File: config.mk
export PLATFORM = sky130hd
export DESIGN_NAME = control_sequencer
export DESIGN_NICKNAME = d
export VERILOG_FILES = /design/src/rtl/control_sequencer.sv
export SDC_FILE = /design/constraint.sdc
export NUM_CORES = 1
export LEC_CHECK = 0
export ABC_AREA = 1
export CORE_MARGIN = 2
export CORE_UTILIZATION = 39
export CTS_CLUSTER_SIZE = 40
export DETAILED_ROUTE_END_ITERATION = 6
export GPL_TIMING_DRIVEN = 0
export PLACE_DENSITY_LB_ADDON = 0.15
export REMOVE_ABC_BUFFERS = 1
export SLEW_MARGIN = 40
export SYNTH_ARGS = -nofsm -noshare
export SYNTH_HDL_FRONTEND = slang
export SYNTH_SLANG_ARGS = --single-unit
File: constraint.sdc
create_clock -name one_shot_clock -period 1.4 [get_ports one_shot_clock]
set_input_delay 0.28 -clock one_shot_clock [delete_from_list [all_inputs] [get_ports one_shot_clock]]
set_output_delay 0.28 -clock one_shot_clock [all_outputs]
set_load 0.01 [all_outputs]
File: src/rtl/control_sequencer.sv
// control_sequencer: single-step fetch/execute control sequencer.
// Walks IDLE -> T0..T5 and decodes per-register latch/drive strobes from the
// current state plus the opcode captured during T2. The program counter
// lives here and is exported zero-extended on pc_out.
// Optional build macro SEQ_ILLEGAL_TRAP_EN: opcodes 0x6..0xE halt with
// illegal=1. Without it they execute as NOP and illegal is tied low.
module control_sequencer #(
    parameter int unsigned PC_W   = 8,
    parameter int unsigned OP_LSB = 12
) (
    input  logic             one_shot_clock,
    input  logic             reset,
    input  logic             run,
    input  logic [15:0]      bus_in,
    input  logic             psw_zero,
    output logic [7:0]       latch,
    output logic [7:0]       enable,
    output logic             pc_enable,
    output logic [15:0]      pc_out,
    output logic             mem_read,
    output logic             mem_write,
    output logic             alu_add,
    output logic             psw_update,
    output logic             halted,
    output logic             illegal,
    output logic [2:0]       state
);

    localparam int unsigned OP_W  = 4;
    localparam int unsigned R_GPR = 0;
    localparam int unsigned R_MDR = 1;
    localparam int unsigned R_IR  = 2;
    localparam int unsigned R_MAR = 4;
    localparam int unsigned R_Y   = 5;
    localparam int unsigned R_Z   = 6;

    localparam logic [OP_W-1:0] OP_NOP   = 4'h0;
    localparam logic [OP_W-1:0] OP_LOAD  = 4'h1;
    localparam logic [OP_W-1:0] OP_STORE = 4'h2;
    localparam logic [OP_W-1:0] OP_ADD   = 4'h3;
    localparam logic [OP_W-1:0] OP_JMP   = 4'h4;
    localparam logic [OP_W-1:0] OP_JZ    = 4'h5;
    localparam logic [OP_W-1:0] OP_HALT  = 4'hF;

    typedef enum logic [2:0] {
        S_IDLE = 3'd0,
        S_T0   = 3'd1,
        S_T1   = 3'd2,
        S_T2   = 3'd3,
        S_T3   = 3'd4,
        S_T4   = 3'd5,
        S_T5   = 3'd6,
        S_HALT = 3'd7
    } state_t;

    state_t          cur_state;
    logic [PC_W-1:0] pc;
    logic [OP_W-1:0] opcode;
    logic            unused_bus;

    // Only the opcode field and the jump-target bits of the bus are consumed.
    assign unused_bus = ^bus_in;

    assign state  = cur_state;
    assign pc_out = 16'(pc);

`ifdef SEQ_ILLEGAL_TRAP_EN
    logic illegal_q;
    assign illegal = illegal_q;
`else
    assign illegal = 1'b0;
`endif

    // State, program counter, opcode and status registers.
    always_ff @(posedge one_shot_clock) begin
        if (reset) begin
            cur_state <= S_IDLE;
            pc        <= '0;
            opcode    <= '0;
            halted    <= 1'b0;
`ifdef SEQ_ILLEGAL_TRAP_EN
            illegal_q <= 1'b0;
`endif
        end else begin
            case (cur_state)
                S_IDLE: if (run) cur_state <= S_T0;
                S_T0:   cur_state <= S_T1;
                S_T1: begin
                    pc        <= pc + PC_W'(1);
                    cur_state <= S_T2;
                end
                S_T2: begin
                    opcode    <= bus_in[OP_LSB +: OP_W];
                    cur_state <= S_T3;
                end
                S_T3: begin
                    case (opcode)
                        OP_NOP:   cur_state <= S_T0;
                        OP_LOAD,
                        OP_STORE,
                        OP_ADD:   cur_state <= S_T4;
                        OP_JMP: begin
                            pc        <= bus_in[PC_W-1:0];
                            cur_state <= S_T0;
                        end
                        OP_JZ: begin
                            if (psw_zero) pc <= bus_in[PC_W-1:0];
                            cur_state <= S_T0;
                        end
                        OP_HALT: begin
                            halted    <= 1'b1;
                            cur_state <= S_HALT;
                        end
                        default: begin
`ifdef SEQ_ILLEGAL_TRAP_EN
                            halted    <= 1'b1;
                            illegal_q <= 1'b1;
                            cur_state <= S_HALT;
`else
                            cur_state <= S_T0;
`endif
                        end
                    endcase
                end
                S_T4:   cur_state <= S_T5;
                S_T5:   cur_state <= S_T0;
                S_HALT: cur_state <= S_HALT;
                default: cur_state <= S_IDLE;
            endcase
        end
    end

    // Moore strobe decode; reset forces every strobe low in the same cycle.
    always_comb begin
        latch      = '0;
        enable     = '0;
        pc_enable  = 1'b0;
        mem_read   = 1'b0;
        mem_write  = 1'b0;
        alu_add    = 1'b0;
        psw_update = 1'b0;
        if (!reset) begin
            case (cur_state)
                S_T0: begin
                    pc_enable    = 1'b1;
                    latch[R_MAR] = 1'b1;
                end
                S_T1: begin
                    mem_read     = 1'b1;
                    latch[R_MDR] = 1'b1;
                end
                S_T2: begin
                    enable[R_MDR] = 1'b1;
                    latch[R_IR]   = 1'b1;
                end
                S_T3: begin
                    case (opcode)
                        OP_LOAD, OP_STORE: begin
                            enable[R_IR] = 1'b1;
                            latch[R_MAR] = 1'b1;
                        end
                        OP_ADD: begin
                            enable[R_GPR] = 1'b1;
                            latch[R_Y]    = 1'b1;
                        end
                        OP_JMP: enable[R_IR] = 1'b1;
                        OP_JZ:  enable[R_IR] = psw_zero;
                        default: ;
                    endcase
                end
                S_T4: begin
                    case (opcode)
                        OP_LOAD: begin
                            mem_read     = 1'b1;
                            latch[R_MDR] = 1'b1;
                        end
                        OP_STORE: begin
                            enable[R_GPR] = 1'b1;
                            latch[R_MDR]  = 1'b1;
                        end
                        OP_ADD: begin
                            enable[R_MDR] = 1'b1;
                            latch[R_Z]    = 1'b1;
                            alu_add       = 1'b1;
                            psw_update    = 1'b1;
                        end
                        default: ;
                    endcase
                end
                S_T5: begin
                    case (opcode)
                        OP_LOAD: begin
                            enable[R_MDR] = 1'b1;
                            latch[R_GPR]  = 1'b1;
                        end
                        OP_STORE: mem_write = 1'b1;
                        OP_ADD: begin
                            enable[R_Z]  = 1'b1;
                            latch[R_GPR] = 1'b1;
                        end
                        default: ;
                    endcase
                end
                default: ;
            endcase
        end
    end

endmodule
==> flow_summary.toml <==
[power]
ir_worst_vdd_mv = 0.5001
p_seq_share_pct = 41.4
power.switching_uw = 448.6
internal_power_uw = 877.2
powerDensity_nw_per_um2 = 684.9
p_sw_share_pct = 33.84
combPwrFrac_pct = 35.4
power_frac_clock_pct = 23.2
finalPower_uw = 1326
p_leak_uw = 0.0009205

[global_routing]
gr-total-overflow = 0
grt_max_degree = 14
grt_pass1_vias = 1199
grt_usage_pct = 19.25
grt_pass1_wl_um = 5223
antenna_found_initial = 0

[timing]
fmax_mhz = 580.8
fin_crit_sh_pct = 123.0
clock_skew_ns = 0.007316
fin_crit_ns = 1.722
slew_violations = 0
rsz0062_at_grt = "yes"
finalSetupViolCount = 17
hold_violations = 0
setup_ws_ns = -0.3219

[die]
num_rows = 20
coreArea_um2 = 2978
dieHeight_um = 59.21
dieArea_um2 = 3505
ios = 62
dieWidth_um = 59.21
start_util_pct = 39.92

[min_path]
hold_depth = 2
hp-class = "input pin to register"
hold_start = "reset"
holdPathEnd = "pc[7]"

[placed_design]
port-buffer-count = 42
hpwl_um = 2194
gp_congestion = 0.8737

[run_status]
status = "finished with violations"
violations = "setup timing"

[layout]
fill_cells = 280
layout_commonest_cell = "nand2_1"
mostFrequentLayoutCells = "nand2_1 (27), buf_4 (20), nor2_1 (19), o21ai_1 (15), conb_1 (15)"
drive_gt1_share_pct = 41.60
utilization_pct = 65.00
nNetsFinal = 272
antenna_cells = 0
area_growth_pct = 62.84

[cts]
cts_hold_buf = 0
clockBufferDepth = 2
tritoncts = "yes"
clock_latency_ns = 0.29
htree_num_levels = 1
cts.clk_slew.worst_paths_ns = 0.10
cts_root_buf = "clkbuf_4"
cts_made_buffers = 3
clock_sinks = 16

[routing]
first_pass_iters = 4
drc_errors = 0
detail_route.wl_per_cell_um = 12.20
ant_nets = 0
drt-initial-drc-count = 20
wirelength_um = 3453
num_vias = 1398
viasPerCell = 4.940

[flow_run]
maxCapViolations = 0

[setup_path]
r2r.worst_path.cells = 10
end_kind = "primary output"
arrival_ns = 1.44
crit-reg2reg-capture = "state[1]"
timing.rr.start = "state[2]"
worst_ep_required_time_ns = 1.12
r2r_setup_slack_ns = -0.18
startpoint_type = "register"
path_class = "register to primary output"
cp_max_fo = 4

[logic_synthesis]
yosysWarnings = 0
ys.flop_type = "dfxtp_1"
yosysSeqAreaShare_pct = 26.95
synthCells = 185
syn_area_um2 = 1189
syn-mean-instance-area_um2 = 6.425
synth.distinct_cells = 30
synthArstFlopShare_pct = 0
synth-edff-count = 0
synth_seq_cells = 16
## worst max-delay path: stages, from the launching register on
cell and delay (ns):
dfxtp_4 0.38, inv_4 0.09, nand2_2 0.07, nor3_4 0.16, nand2_1 0.10, clkinv_2 0.08, nor2_1 0.05, o41ai_2 0.04
buf_2 0.18
## power groups by stage
stage | Clock (uW) | Sequential [uW] | Combinational, uW
CTS | 328 | 547 | 404
finish | 308 | 549 | 469
detailed placement | 0 | 551 | 334
global route | 338 | 556 | 509
floorplan | 0 | 554 | 173
global placement | 0 | 549 | 326
## final cells by class
cell class	count	area, um^2	area share [%]
Multi-Input combinational cell	139	810.8	41.89
Timing Repair Buffer	69	598.1	30.90
Tap cell	33	41.29	2.133
Inverter	22	100.1	5.171
Sequential cell	16	349.1	18.03
Clock buffer	4	36.28	1.875
## cell usage after synthesis (2+ instances only)
master / instances / area share, %
clkinv_1: 2 / 0.63
o21ai_1: 12 / 5.1
o21ai_0: 7 / 2.9
nor2_1: 26 / 8.2
dfxtp_1: 16 / 27
nand4_1: 2 / 1.1
or2_2: 3 / 1.6
nor3_1: 2 / 0.84
clkbuf_1: 2 / 0.63
inv_1: 16 / 5.1
nand2_4: 3 / 2.8
buf_4: 17 / 11
nand3_1: 15 / 6.3
nand2_1: 35 / 11
a21oi_2: 3 / 2.2
inv_2: 3 / 0.95
a21oi_1: 8 / 3.4
## registers in the layout, indices dropped and copies added, names as in the netlist
name and flops:
halted 1, opcode 4, pc 8, state 3
## metal layers
layer  vias up  part of all wire [%]  GRT usage (%)  wire length (um)
li1        698                     -              -                 -
met1       652                    43          22.76              1481
met2        44                    51          34.85              1772
met3         4                   4.7          2.183               163
met4         0                   1.0          7.792                35
met5         -                     0              0                 0
## how the worst max path moves through the flow
stage / end / from / cells past startpoint
after CTS: enable[1] / state[2] / 5
after global routing: enable[1] / state[1] / 8
after floorplan: enable[1] / state[0] / 6
after detailed placement: enable[6] / reset / 5
final: enable[1] / state[1] / 8
after global placement: enable[6] / reset / 5
## metrics by stage
stage                     hold slack, ns  TNS [ns]  area (um^2)  std cells  setup slack, ns
final                             0.3831    -3.593         1936        283          -0.3219
after detailed placement          0.4660    -17.79         1536        252           -1.297
after global placement            0.4480    -17.28         1536        252           -1.224
after global routing              0.3906    -4.658         1936        283          -0.3925
after floorplan                   0.3424   -0.2615         1075        177          -0.1648
after CTS                         0.4131    -3.790         1740        276          -0.3253
## cells by family after synthesis
family	synth area share [%]
and+or+nand+nor	34.74
buffers and inverters	21.37
AOI/OAI and AO/OA	15.58
DFF	26.95
adders and majority gates	1.052
other	0.3155
## what timing repair did
action,4_1_cts,5_1_grt
pin swaps,9,9
endpoints found under the setup margin,35,21
gates resized for setup,111,39
buffers inserted,20,7
Note: power is estimated with default switching activity, not from simulation.
==> variant (same settings) <==
Add a define of `SEQ_ILLEGAL_TRAP_EN`.
--- a/src/rtl/control_sequencer.sv
+++ b/src/rtl/control_sequencer.sv
@@ -6,2 +6,4 @@
 // illegal=1. Without it they execute as NOP and illegal is tied low.
+`define SEQ_ILLEGAL_TRAP_EN
+
 module control_sequencer #(
Formal check against the unedited RTL: not equivalent (a bounded check fails within 10 cycles, from zero or initial values and one cycle with reset high).
==> variant against the unedited design <==
The run still ends with setup timing left. Final area rose by 6.9%. Maximum frequency fell by 3.1%. Setup slack got worse by 0.054 ns. Global-route usage rose by 1.7 points. Routed wire length rose by 13%. Area after synthesis rose by 2.2%. Total power fell by 1.3%. Sequential cell count rose by 1. Worst hold slack got worse by 0.092 ns.
==> variant: results (changes against the unedited design) <==
clock network area share=1.270% (-0.60 points); DR vias=1,507 (+7.8%); Synth area leaders=dfxtp_1 (28%), nand2_1 (14%), buf_4 (11%); PostCTS Resize Cnt=140 (+26%); First DRT Iteration DRCs=73 (+270%); FF+latch area=375.4 sq um (+7.5%); hpwl dp=2121 microns (-3.3%); Place WS=-1.516 ns (-0.2188 ns); layout cells sized above 1=41.57% (about the same); TNS Setup=-4.199 ns (-0.6058 ns); first-pass GRT wire length=5678 microns (+8.7%); PD cells=632.6 nW/um^2 (-7.6%); Vias/cell=5.023 (+1.7%); Pre-antenna DRT Iters=4 (unchanged); Post-CTS Setup Repair Bufs=26 (+30%); NonClk Buf Share=32.79% (+1.9 points); Final #Nets=289 (+6.3%); post-synthesis instance total=191 (+3.2%); Top Family by Delay on Critical Path=buffers and inverters; register bit total from synthesis=17 (+1); Non-clk bufs=79 (+14%); vias in the first global route=1,310 (+9.3%); cell total after placement=259 (+2.8%); Filler cells=257 (-8.2%); CP max-delay cell=or3_4; Clock Skews=0.006785 ns (-0.0005302 ns); failing checks=setup timing; #MultiIn Comb=146 (+5.0%); multi-input logic area=842.1 sq um (+3.9%); Placed Area=1570 sq um (+2.2%); top post-synthesis cells by count=nand2_1 (45), nor2_1 (23), buf_4 (17), dfxtp_1 (17), inv_1 (17); PortBufs=43 (+2.4%); DR WL/cell=12.97 microns (+6.3%); final worst slack=-0.3764 ns (-0.05447 ns); WP data arrival=1.50 ns (+0.06 ns); status=finished, violations left; Routability Congestion=0.7867 (-10%); Compound-Gate Fraction of Synth Area=13.18% (-2.4 points); static leakage=0.9295 nW (+0.98%); sequential area share after synthesis=28.01% (+1.1 points); setup violators final=15 (-2)
-- variant: cell count changes after synthesis, moves of 2 or more --
cell | unedited run | this run
a21oi_1 | 8 | 15
o21ai_1 | 12 | 0
nand4_1 | 2 | 5
o22ai_1 | 1 | 3
buf_6 | 1 | 3
o21ai_0 | 7 | 10
a21oi_2 | 3 | 0
clkinv_1 | 2 | 0
nand2_1 | 35 | 45
nor2_1 | 26 | 23
-- variant: per-layer routing --
| metal | part of all wire (%) | GRT usage [%] |
|---|---|---|
| met5 | 0 | 0 |
| met4 | 2.3 | 9.206 |
| met3 | 6.5 | 5.195 |
| met2 | 49 | 36.49 |
| met1 | 42 | 23.98 |
-- variant: kinds of logic (layout without fill, tap and decap cells) --
| logic type | Yosys count | count (layout) |
|---|---|---|
| AO/OA/AOI/OAI | 30 | 30 |
| AND/OR/NAND/NOR | 100 | 101 |
| other | 1 | 14 |
| buffers and inverters | 42 | 104 |
| adder cells (fa/ha/maj) | 1 | 1 |
| flip-flops | 17 | 17 |
-- variant: power breakdown --
| group | switching [mW] | total (mW) | internal [mW] |
|---|---|---|---|
| registers | 0.0388 | 0.547 | 0.509 |
| clock network | 0.166 | 0.277 | 0.111 |
| logic | 0.248 | 0.484 | 0.236 |
-- variant: path summary, 6_finish.rpt --
path	from	endpoint	slack [ns]	depth (start not counted)
worst min-delay path	reset	pc[3]	0.29	2
worst max-delay path	reset	enable[1]	-0.38	7
worst min register to register	illegal	illegal	0.46	2
worst max register to register	state[1]	opcode[3]	0.03	8
-- variant: through the flow --
stage	power [mW]	hold WS, ns
after floorplan	0.7211	0.3491
after global placement	0.8612	0.4383
after detailed placement	0.8616	0.4495
after CTS	1.242	0.2684
after global routing	1.382	0.2909
final	1.308	0.2914
